===== config.mk =====
export PLATFORM = sky130hd
export DESIGN_NAME = axis_pkt_gen_flat
export DESIGN_NICKNAME = d
export VERILOG_FILES = /design/src/rtl/axis_pkt_gen_if.sv /design/src/rtl/axis_pkt_gen.sv /design/src/flat_wrapper.sv
export SDC_FILE = /design/constraint.sdc
export NUM_CORES = 1
export LEC_CHECK = 0
export BUFFER_PORTS_ARGS = -buffer_cell sky130_fd_sc_hd__buf_2
export CAP_MARGIN = 25
export CORE_MARGIN = 1.5
export CORE_UTILIZATION = 42
export CTS_CLUSTER_SIZE = 20
export DETAILED_ROUTE_END_ITERATION = 10
export PLACE_DENSITY = 0.59
export REMOVE_ABC_BUFFERS = 1
export SLEW_MARGIN = 20
export SYNTH_ARGS = -nofsm -noshare
export SYNTH_HDL_FRONTEND = slang
export SYNTH_SLANG_ARGS = --single-unit

===== constraint.sdc =====
create_clock -name clk -period 3.9 [get_ports clk]
set_input_delay 0.195 -clock clk [delete_from_list [all_inputs] [get_ports clk]]
set_output_delay 0.195 -clock clk [all_outputs]
set_load 0.01 [all_outputs]

===== src/rtl/axis_pkt_gen_if.sv =====
// ---------------------------------------------------------------------------
// AXIS_int : minimal AXI4-Stream bundle used by axis_pkt_gen.
//
// Parameter
//   DATA_BYTES : number of byte lanes on tdata (tkeep width).
//
// Signals (all in the clock domain of the module using the bundle)
//   tdata  [8*DATA_BYTES-1:0] : payload, byte 0 on tdata[7:0]
//   tkeep  [DATA_BYTES-1:0]   : byte-valid qualifiers
//   tlast                     : final beat of a packet
//   tvalid                    : beat presented by master
//   tready                    : beat accepted by slave
// ---------------------------------------------------------------------------
interface AXIS_int #(
    parameter int DATA_BYTES = 4
) ();
    logic [8*DATA_BYTES-1:0] tdata;
    logic [DATA_BYTES-1:0]   tkeep;
    logic                    tlast;
    logic                    tvalid;
    logic                    tready;

    modport Master (output tdata, output tkeep, output tlast, output tvalid, input tready);
    modport Slave  (input tdata, input tkeep, input tlast, input tvalid, output tready);
endinterface


===== src/rtl/axis_pkt_gen.sv =====
// ---------------------------------------------------------------------------
// axis_pkt_gen : AXI4-Stream test-packet generator.
//
// On a start pulse the run parameters are captured (and clamped) and
// num_pkts packets are streamed back-to-back. Packet p has length
// blen_min + (p mod (blen_max-blen_min+1)); byte k of packet p is (p+k) mod 256.
//
// Parameters
//   MTU_BYTES    : maximum packet byte length
//   NUM_PKTS_LOG : width of the packet-count fields
//   BLEN_W       : derived byte-length field width
//
// Ports
//   clk             in  : clock (also clocks axis_packet_out)
//   sresetn         in  : asynchronous active-low reset
//   start           in  : single-cycle pulse beginning a run (ignored while busy)
//   num_pkts        in  : packets in the run
//   blen_min        in  : smallest packet byte length
//   blen_max        in  : largest packet byte length
//   axis_packet_out mst : packet stream, width from the interface DATA_BYTES
//   busy            out : high while a run is active
//   done            out : one-cycle pulse after the last accepted beat
//   pkts_sent       out : packets completed in the current / last run
//
// Build option
//   AXIS_PKT_GEN_THROTTLE_EN : when defined, a 16-bit LFSR inserts idle
//   cycles between beats; the byte stream itself is unchanged.
// ---------------------------------------------------------------------------
module axis_pkt_gen #(
    parameter  int MTU_BYTES    = 64,
    parameter  int NUM_PKTS_LOG = 8,
    localparam int BLEN_W       = $clog2(MTU_BYTES + 1)
) (
    input  logic                    clk,
    input  logic                    sresetn,
    input  logic                    start,
    input  logic [NUM_PKTS_LOG-1:0] num_pkts,
    input  logic [BLEN_W-1:0]       blen_min,
    input  logic [BLEN_W-1:0]       blen_max,
    AXIS_int.Master                 axis_packet_out,
    output logic                    busy,
    output logic                    done,
    output logic [NUM_PKTS_LOG-1:0] pkts_sent
);
    localparam int DATA_BYTES = axis_packet_out.DATA_BYTES;

    if (MTU_BYTES == 0 || NUM_PKTS_LOG == 0 || DATA_BYTES == 0) begin : g_param_check
        $error("axis_pkt_gen: MTU_BYTES, NUM_PKTS_LOG and DATA_BYTES must all be non-zero");
    end

    typedef struct packed {
        logic [8*DATA_BYTES-1:0] data;
        logic [DATA_BYTES-1:0]   keep;
        logic                    last;
    } beat_t;

    typedef enum logic {S_IDLE, S_SEND} state_t;

    // Lower bound: zero-length packets are promoted to one byte, and
    // anything beyond the MTU is cut back to it.
    function automatic logic [BLEN_W-1:0] f_clamp_min(input logic [BLEN_W-1:0] v);
        if (v == '0)
            return BLEN_W'(1);
        if (int'(v) > MTU_BYTES)
            return BLEN_W'(MTU_BYTES);
        return v;
    endfunction

    function automatic logic [BLEN_W-1:0] f_clamp_max(input logic [BLEN_W-1:0] v,
                                                      input logic [BLEN_W-1:0] mn);
        logic [BLEN_W-1:0] t;
        t = (int'(v) > MTU_BYTES) ? BLEN_W'(MTU_BYTES) : v;
        if (t < mn)
            t = mn;
        return t;
    endfunction

    // Builds the beat starting at byte offset k of packet p (length blen).
    // Lanes past the end of the packet are zero with tkeep cleared.
    function automatic beat_t f_beat(input logic [NUM_PKTS_LOG-1:0] p,
                                     input logic [BLEN_W-1:0]       k,
                                     input logic [BLEN_W-1:0]       blen);
        beat_t b;
        int    idx;
        b = '0;
        for (int j = 0; j < DATA_BYTES; j++) begin
            idx = int'(k) + j;
            if (idx < int'(blen)) begin
                b.data[8*j +: 8] = 8'(int'(p) + idx);
                b.keep[j]        = 1'b1;
            end
        end
        b.last = (int'(k) + DATA_BYTES) >= int'(blen);
        return b;
    endfunction

    state_t                  r_state, w_state_nxt;
    logic [NUM_PKTS_LOG-1:0] r_num_pkts;
    logic [BLEN_W-1:0]       r_blen_min, r_blen_max;
    logic [NUM_PKTS_LOG-1:0] r_pkt;
    logic [BLEN_W-1:0]       r_off;
    logic [BLEN_W-1:0]       r_blen;
    beat_t                   r_beat;
    logic                    r_have;       // a beat is loaded in r_beat
    logic [NUM_PKTS_LOG-1:0] r_pkts_sent;
    logic                    r_busy, r_done;

    logic                    w_tvalid, w_accept, w_last_pkt, w_run_end;
    logic                    w_start_run, w_start_zero;
    logic                    w_busy_nxt, w_done_nxt;
    logic [BLEN_W-1:0]       w_min_c, w_max_c, w_off_nxt, w_blen_nxt;

    assign w_min_c      = f_clamp_min(blen_min);
    assign w_max_c      = f_clamp_max(blen_max, w_min_c);
    assign w_start_run  = (r_state == S_IDLE) && start && (num_pkts != '0);
    assign w_start_zero = (r_state == S_IDLE) && start && (num_pkts == '0);
    assign w_accept     = w_tvalid && axis_packet_out.tready;
    assign w_last_pkt   = ({1'b0, r_pkt} + (NUM_PKTS_LOG+1)'(1)) == {1'b0, r_num_pkts};
    assign w_run_end    = w_accept && r_beat.last && w_last_pkt;
    assign w_off_nxt    = r_off + BLEN_W'(DATA_BYTES);
    // Length sequence wraps max -> min, giving the modulo pattern without a divider.
    assign w_blen_nxt   = (r_blen >= r_blen_max) ? r_blen_min : r_blen + BLEN_W'(1);

`ifdef AXIS_PKT_GEN_THROTTLE_EN
    logic [15:0] r_lfsr;
    logic        r_shown;   // beat was offered but not taken; must stay valid

    always_ff @(posedge clk or negedge sresetn) begin
        if (!sresetn) begin
            r_lfsr  <= 16'hACE1;
            r_shown <= 1'b0;
        end else begin
            // x^16 + x^14 + x^13 + x^11 + 1, maximal length
            r_lfsr  <= {r_lfsr[14:0], r_lfsr[15] ^ r_lfsr[13] ^ r_lfsr[12] ^ r_lfsr[10]};
            r_shown <= w_tvalid && !axis_packet_out.tready;
        end
    end

    assign w_tvalid = r_have && (r_lfsr[0] || r_shown);
`else
    assign w_tvalid = r_have;
`endif

    always_ff @(posedge clk or negedge sresetn) begin
        if (!sresetn)
            r_state <= S_IDLE;
        else
            r_state <= w_state_nxt;
    end

    always_comb begin
        w_state_nxt = r_state;
        case (r_state)
            S_IDLE:  if (w_start_run) w_state_nxt = S_SEND;
            S_SEND:  if (w_run_end)   w_state_nxt = S_IDLE;
            default: w_state_nxt = S_IDLE;
        endcase
        // An empty run is busy for exactly the cycle in which done pulses.
        w_busy_nxt = (w_state_nxt == S_SEND) || w_start_zero;
        w_done_nxt = w_run_end || w_start_zero;
    end

    always_ff @(posedge clk or negedge sresetn) begin
        if (!sresetn) begin
            r_num_pkts  <= '0;
            r_blen_min  <= '0;
            r_blen_max  <= '0;
            r_pkt       <= '0;
            r_off       <= '0;
            r_blen      <= '0;
            r_beat      <= '0;
            r_have      <= 1'b0;
            r_pkts_sent <= '0;
            r_busy      <= 1'b0;
            r_done      <= 1'b0;
        end else begin
            r_busy <= w_busy_nxt;
            r_done <= w_done_nxt;
            if (w_start_run || w_start_zero) begin
                r_num_pkts  <= num_pkts;
                r_blen_min  <= w_min_c;
                r_blen_max  <= w_max_c;
                r_pkts_sent <= '0;
            end
            if (w_start_run) begin
                r_pkt  <= '0;
                r_off  <= '0;
                r_blen <= w_min_c;
                r_beat <= f_beat('0, '0, w_min_c);
                r_have <= 1'b1;
            end else if (w_accept) begin
                if (r_beat.last) begin
                    r_pkts_sent <= r_pkts_sent + NUM_PKTS_LOG'(1);
                    if (w_last_pkt) begin
                        r_have <= 1'b0;
                        r_beat <= '0;
                    end else begin
                        r_pkt  <= r_pkt + NUM_PKTS_LOG'(1);
                        r_off  <= '0;
                        r_blen <= w_blen_nxt;
                        r_beat <= f_beat(r_pkt + NUM_PKTS_LOG'(1), '0, w_blen_nxt);
                    end
                end else begin
                    r_off  <= w_off_nxt;
                    r_beat <= f_beat(r_pkt, w_off_nxt, r_blen);
                end
            end
        end
    end

    assign axis_packet_out.tdata  = r_beat.data;
    assign axis_packet_out.tkeep  = r_beat.keep;
    assign axis_packet_out.tlast  = r_beat.last;
    assign axis_packet_out.tvalid = w_tvalid;
    assign busy                   = r_busy;
    assign done                   = r_done;
    assign pkts_sent              = r_pkts_sent;

endmodule


===== src/flat_wrapper.sv =====
// flat-port wrapper written by rule: the top's interface ports become plain ports
module axis_pkt_gen_flat 
#(
    parameter  int MTU_BYTES    = 64,
    parameter  int NUM_PKTS_LOG = 8,
    localparam int BLEN_W       = $clog2(MTU_BYTES + 1)
)
  (clk, sresetn, start, num_pkts, blen_min, blen_max, busy, done, pkts_sent, axis_packet_out_tdata, axis_packet_out_tkeep, axis_packet_out_tlast, axis_packet_out_tvalid, axis_packet_out_tready);
  AXIS_int #(.DATA_BYTES(4)) axis_packet_out_i ();
  input  logic clk;
  input  logic sresetn;
  input  logic start;
  input  logic [NUM_PKTS_LOG-1:0] num_pkts;
  input  logic [BLEN_W-1:0] blen_min;
  input  logic [BLEN_W-1:0] blen_max;
  output logic busy;
  output logic done;
  output logic [NUM_PKTS_LOG-1:0] pkts_sent;
  output wire logic [$bits(axis_packet_out_i.tdata)-1:0] axis_packet_out_tdata;
  output wire logic [$bits(axis_packet_out_i.tkeep)-1:0] axis_packet_out_tkeep;
  output wire logic [$bits(axis_packet_out_i.tlast)-1:0] axis_packet_out_tlast;
  output wire logic [$bits(axis_packet_out_i.tvalid)-1:0] axis_packet_out_tvalid;
  input wire logic [$bits(axis_packet_out_i.tready)-1:0] axis_packet_out_tready;
  assign axis_packet_out_tdata = axis_packet_out_i.tdata;
  assign axis_packet_out_tkeep = axis_packet_out_i.tkeep;
  assign axis_packet_out_tlast = axis_packet_out_i.tlast;
  assign axis_packet_out_tvalid = axis_packet_out_i.tvalid;
  assign axis_packet_out_i.tready = axis_packet_out_tready;
  axis_pkt_gen #(.MTU_BYTES(MTU_BYTES), .NUM_PKTS_LOG(NUM_PKTS_LOG)) u_core (.clk(clk), .sresetn(sresetn), .start(start), .num_pkts(num_pkts), .blen_min(blen_min), .blen_max(blen_max), .axis_packet_out(axis_packet_out_i), .busy(busy), .done(done), .pkts_sent(pkts_sent));
endmodule

# [Word-level counts from Yosys, hierarchy flattened]
# Cells that the tools add are included.
[classes] n_eq_ne=3 magnitude_cmp=19 n_bitwise=1 reduce_logical=18 add_sub_neg=16 n_mux=60
[ops] operator="37-bit 2-to-1 mux" count=4
[ops] operator="8-bit 2-to-1 mux" count=16
[ops] operator="7-bit 2-to-1 mux" count=15
[ops] operator="32-bit by 8-bit less-than comparator with 1-bit output" count=3
[ops] operator="32-bit by 8-bit >= comparator with 1-bit output" count=1
[ops] operator="1-bit by 7-bit less-than comparator with 1-bit output (first input constant)" count=4
[ops] operator="2-bit by 7-bit less-than comparator with 1-bit output (first input constant)" count=4
[ops] operator="8-bit by 1-bit adder with 8-bit output (second input constant)" count=3
[ops] operator="8-bit adder" count=3
[ops] operator="1-bit 2-to-1 mux" count=22
[ops] operator="7-bit by 2-bit adder with 8-bit output (second input constant)" count=2
[ops] operator="8-bit by 2-bit adder with 8-bit output (second input constant)" count=2
[ops] operator="3-bit by 7-bit >= comparator with 1-bit output (first input constant)" count=2
[ops] operator="7-bit greater-than comparator (second input constant)" count=2
[ops] operator="7-bit less-than comparator" count=2
[ops] operator="8-bit by 1-bit adder with 9-bit output (second input constant)" count=1
[ops] operator="9-bit by 8-bit equality test with 1-bit output" count=1
[ops] operator="7-bit by 1-bit adder with 8-bit output (second input constant)" count=1
[ops] operator="7-bit by 3-bit adder with 8-bit output (second input constant)" count=1
[ops] operator="8-bit by 7-bit adder with 8-bit output" count=1
[ops] operator="8-bit logical NOT" count=1
[ops] operator="8-bit nonzero test" count=1
[ops] operator="7-bit by 1-bit adder with 7-bit output (second input constant)" count=1
[ops] operator="7-bit by 3-bit adder with 7-bit output (second input constant)" count=1
[ops] operator="12 further kinds" count=23
[totals] in_bits=26 out_inout_bits=48 wordCells=131 ff_bits=93

# [Longest topological paths before layout]
[depth] depth_word=8 mapped_depth=13 mapped_depth_nobuf=13

# [Least setup slack after synthesis]
# Ideal clock, no wire load.
[synth_path] kind="register to register" startpoint="reg u_core.r_pkt[0]" endpoint="reg u_core.r_blen[6]" path_buffers=4 required_ps=3781 stages_incl_launch_ff=13 arrival_ps=2659 path_slack_ps=1123 setup_ps=119 synth_period_minus_slack_ps=2777 path_cell_list="dfrtp_1 > buf_4 > clkinv_1 > ha_1 > buf_2 > xnor2_1 > o311ai_0 > a2111oi_2 > and4_1 > buf_6 > buf_12 > o21ai_1 > o21a_1"
[synth_between] elab_chain_len=4
[synth_lines] item="from (decl)" line="axis_pkt_gen.sv:100" text="logic [NUM_PKTS_LOG-1:0] r_pkt;"
[synth_lines] item="from (signal assigned)" line="axis_pkt_gen.sv:198" text="r_pkt <= r_pkt + NUM_PKTS_LOG'(1);"
[synth_lines] item="8-bit by 1-bit adder with 9-bit output" line="axis_pkt_gen.sv:118" text="assign w_last_pkt = ({1'b0, r_pkt} + (NUM_PKTS_LOG+1)'(1)) == {1'b0, r_num_pkts};"
[synth_lines] item="9-bit by 8-bit equality test with 1-bit output" line="axis_pkt_gen.sv:118"
[synth_lines] item="2-bit inequality test (no source line)"
[synth_lines] item="3-bit AND reduction (no source line)"
[synth_lines] item="to (signal assigned)" line="axis_pkt_gen.sv:188" text="r_blen <= w_min_c;"
[synth_lines] item="to (signal assigned)" line="axis_pkt_gen.sv:200" text="r_blen <= w_blen_nxt;"
[synth_lines] item="to (decl)" line="axis_pkt_gen.sv:102" text="logic [BLEN_W-1:0] r_blen;"
# Every way passes these cells.
# A chain may end at the register's enable or synchronous reset.

# [Worst setup path after layout]
[layout_path] startpoint="reg u_core.r_off[2]" endpoint="reg u_core.r_beat, in the netlist u_core.axis_packet_out.tdata[22]"
[layout_between] elab_chain_len=7 word_cells_on_any_way=8 classes_between="add/sub: 3; order compare: 1; mux: 4"
[layout_lines] item="from (decl)" line="axis_pkt_gen.sv:101" text="logic [BLEN_W-1:0] r_off;"
[layout_lines] item="from (signal assigned)" line="axis_pkt_gen.sv:204" text="r_off <= w_off_nxt;"
[layout_lines] item="7-bit by 3-bit adder with 7-bit output *" line="axis_pkt_gen.sv:120" text="assign w_off_nxt = r_off + BLEN_W'(DATA_BYTES);"
[layout_lines] item="7-bit by 2-bit adder with 8-bit output *" line="axis_pkt_gen.sv:87" text="idx = int'(k) + j;"
[layout_lines] item="32-bit by 8-bit less-than comparator with 1-bit output or 8-bit adder (tied branches)" line="axis_pkt_gen.sv:88, axis_pkt_gen.sv:89"
[layout_lines] item="8-bit 2-to-1 mux *" line="axis_pkt_gen.sv:88" text="if (idx < int'(blen)) begin"
[layout_lines] item="37-bit 2-to-1 mux *" line="axis_pkt_gen.sv:192" text="if (r_beat.last) begin"
[layout_lines] item="37-bit 2-to-1 mux *" line="axis_pkt_gen.sv:191" text="end else if (w_accept) begin"
[layout_lines] item="37-bit 2-to-1 mux *" line="axis_pkt_gen.sv:185" text="if (w_start_run) begin"
[layout_lines] item="to (signal assigned)" line="axis_pkt_gen.sv:189" text="r_beat <= f_beat('0, '0, w_min_c);"
[layout_lines] item="to (signal assigned)" line="axis_pkt_gen.sv:201" text="r_beat <= f_beat(r_pkt + NUM_PKTS_LOG'(1), '0, w_blen_nxt);"
[layout_lines] item="to (signal assigned)" line="axis_pkt_gen.sv:205" text="r_beat <= f_beat(r_pkt, w_off_nxt, r_blen);"
[layout_lines] item="to (decl)" line="axis_pkt_gen.sv:103" text="beat_t r_beat;"
# Every way passes the cells marked *; elsewhere a longest branch is shown, timed or not. The select of a mux whose other input is x is not followed.

==> key figures <==
Die
  • Die span in x: ~130 um
  • # rows: 47
  • Initial core utilization: 0.429
  • IO Count: 74
  • Core area: roughly 0.017 mm2
  • Die H: between 100 and 150 um
  • Die area: 0.0177 mm2

Clocking
  • Longest Clk Path Bufs: 2
  • CTS Hold Bufs: 0
  • CTS root buffer: clkbuf_16
  • Post-CTS setup buffers: 0
  • CTS H-tree depth: 3
  • Clk_lat worst skew: around 0.36 ns
  • Cts bufs inserted: 9
  • Clock Sinks: 91
  • Reg clk slew, reported paths: approximately 0.070 ns
  • # resized after CTS: 0
  • CTS tree: built

Global route
  • Largest net degree at the start of global routing: slightly below 70
  • Initial antenna violation count: 0
  • Total grt overflow: 0
  • First-pass GRT wire length: ~34,000 um
  • Vias in the first global route: 6,149
  • Total GRT Usage: 0.246

Synthesis
  • Most instantiated cells after synthesis: 98 x nand2_1, 91 x dfrtp_1, 64 x a21oi_1, 57 x ha_1, 55 x nor2_1
  • Ranking of synthesized cells by area: dfrtp_1 32%, ha_1 10%, nand2_1 5.2%, xnor2_1 4.7%, a21oi_1 4.5%
  • EDFF count, synth: 0
  • Mean Syn Cell Area: between 8 and 9 um2
  • Number of synthesized register bits: 91
  • Asr flop ratio synth: 1.00
  • Complex-gate fraction of the synthesized area: 0.216
  • Top-area cell type share of the netlist area: 0.321
  • Ys Warns: 0
  • Post-synthesis adder-cell area fraction: 0.103
  • Synth area leader: dfrtp_1
  • Mux cell area share after synthesis: 0.0175
  • Most common cell in the netlist: nand2_1
  • Mapped Area: slightly above 0.007 mm2
  • Yosys cell types: 69
  • Mapped Cells: 850
  • Largest family of logic cells by synthesized area: compound AO/OA/AOI/OAI gates
  • Ys flop type: dfrtp_1
  • Post-synthesis xor/xnor area fraction: 0.0824
  • Sequential area share after synthesis: 0.321
  • Synth Area in Simple Gates: 0.208

Worst hold path
  • Min-Delay Path Class: in2async

Pwr
  • Switching Fraction: 0.470
  • PwrDens: approximately 760 mW/mm2
  • Sw power: between 2 and 3 mW
  • Reg power frac: 0.273
  • P_leak: 3.64 nW
  • VDD IR max: about 0.32 mV
  • Logic pwr share: 0.569
  • Clock power share: 0.157
  • Internal: approximately 3.2 mW

Worst setup path
  • Crit-path slowest cell: dfrtp_1
  • Cell Chain, Critical Path: ha_1 > xor2_1 > ha_1 > a21oi_1 > nand2_1 > a31o_2 > a21oi_1 > nand2_1 > o221ai_1
  • Crit-path leading delay family: compound AO/OA/AOI/OAI gates
  • Critical Path AT: roughly 3.7 ns
  • Crit path max fanout: 7
  • CP max stage delay: between 0.5 and 0.6 ns
  • CP Class: reg2reg
  • WP data required: about 4.2 ns
  • Critical path endpoint category: flip-flop
  • Worst setup SP type: flip-flop
  • CP bufs+invs: 0

Routing
  • Initial DRC Count: around 540
  • DRC: 0
  • Drt wl/cell: between 15 and 20 um
  • DRT antenna net count: 0
  • 1st-pass router iterations: 5
  • Via Count: between 6,000 and 7,000
  • Vias per cell: about 5.8
  • WL final: around 21,000 um

Layout
  • Final core occ: 0.482
  • Share of layout cells above drive strength 1: 0.145
  • Final #Nets: between 900 and 1,000
  • Synth-to-Final Area Change: 12.3%
  • Number of diodes: 0

STA
  • Rel. slew slack: 0.389
  • Setup TNS: 0 ns
  • Slew Viols, Final: 0
  • Skew final: about 0.008 ns
  • Fmax: slightly below 0.3 GHz
  • Hold WS: -0.0545 ns
  • Tmin final: between 3 and 4 ns
  • RSZ-0062 raised after global routing: no
  • Final setup viols: 0
  • Worst slew pin tran: between 0.9 and 1 ns
  • Fin crit share: 0.866
  • Final-report hold violation count: 44

Flow run
  • Max-cap violations: 0

Place
  • Post-DP HPWL: 15,500 um
  • Routability Congestion: between 0.9 and 1
  • Number of I/O port buffers: 73

Run status
  • Violated checks: hold timing
  • Status: finished, violations left
kinds of logic after synthesis:
logic type / after synthesis
simple gates: 305
buf+inv: 81
xor+xnor: 65
compound gates: 238
flops: 91
mux: 12
fa+ha+maj: 58
flip-flops by register name, indices dropped and copies added, names as in the netlist:
signal,count
u_core.axis_packet_out.tkeep,4
u_core.r_num_pkts,8
u_core.r_state,1
u_core.pkts_sent,8
u_core.r_off,5
u_core.done,1
u_core.axis_packet_out.tvalid,1
u_core.axis_packet_out.tdata,32
u_core.busy,1
u_core.r_blen_min,7
u_core.r_blen_max,7
u_core.r_blen,7
u_core.r_pkt,8
u_core.axis_packet_out.tlast,1
placed cells by master, fill, tap and decap left out, types with 3 or more instances in the layout:
master,n
o31ai_1,6
nor2b_1,15
ha_1,57
a31o_2,3
nand2b_1,9
nand3b_1,4
nand3_1,50
a21o_1,10
and3_1,12
mux2i_1,9
o21ai_0,53
o21a_1,6
a21oi_1,63
or2_2,6
clkbuf_16,9
xnor2_1,38
nor2_1,54
and2_1,4
a32oi_1,3
nand2_1,98
buf_4,21
or4_1,6
inv_1,30
mux2_2,3
o211ai_1,10
o2111ai_1,4
xor2_1,25
o22ai_1,9
nor3_1,14
o311ai_0,3
or3_1,9
a211oi_1,3
o21ai_1,4
o221ai_1,10
dfrtp_1,91
o32ai_1,3
a31oi_1,24
nand4_1,14
buf_2,72
worst paths after layout:
check                      cells after the start                                         start  slack (ns)                                      endpoint
max in group asynchronous                      2                                       sresetn        3.05  u_core.axis_packet_out.tdata[26]$_DFFE_PN0P_
hold reg to reg                                2  u_core.axis_packet_out.tdata[23]$_DFFE_PN0P_        0.48  u_core.axis_packet_out.tdata[23]$_DFFE_PN0P_
min in group clk                               3                                   num_pkts[0]        0.05              u_core.r_num_pkts[0]$_DFFE_PN0P_
setup reg to reg                               9                   u_core.r_off[2]$_DFFE_PN0P_        0.52  u_core.axis_packet_out.tdata[22]$_DFFE_PN0P_
setup / recovery                               9                   u_core.r_off[2]$_DFFE_PN0P_        0.52  u_core.axis_packet_out.tdata[22]$_DFFE_PN0P_
hold / removal                                 1                                       sresetn       -0.05              u_core.r_blen_max[4]$_DFFE_PN0P_
layer usage:
metal,wire length [um],track usage
met5,0,0
met4,437,0.0849
met3,1140,0.0345
met2,9330,0.382
met1,10300,0.351
power groups by stage:
| stage | combinational (mW) | sequential (mW) | clock (mW) |
|---|---|---|---|
| final | 3.45 | 1.66 | 0.952 |
| after global routing | 3.84 | 1.71 | 1.01 |
| after CTS | 3.42 | 1.66 | 0.964 |
| after detailed placement | 3.39 | 1.67 | 0 |
| after global placement | 3.38 | 1.66 | 0 |
| after floorplan | 2.30 | 1.66 | 0 |
through the flow:
step	power [mW]	instances	area [um2]	setup slack, ns	hold slack, ns
after floorplan	3.95	801	6850	0.670	-0.101
after global placement	5.05	1114	7660	0.607	0.379
after detailed placement	5.06	1114	7660	0.594	0.384
after CTS	6.04	1128	7960	0.566	0.00925
after global routing	6.56	1128	7960	0.350	0.0306
final	6.06	1128	7960	0.521	-0.0545
area by class of cell:
type,count,area [um2]
flip-flops and latches,91,2280
well taps,220,275
inverters,32,120
clock buffers,10,229
fillers,1655,8560
repair buffers,93,518
clock inverters,4,77.6
multi-input cells,678,4470
No activity file was read; power rests on OpenSTA's default activity.
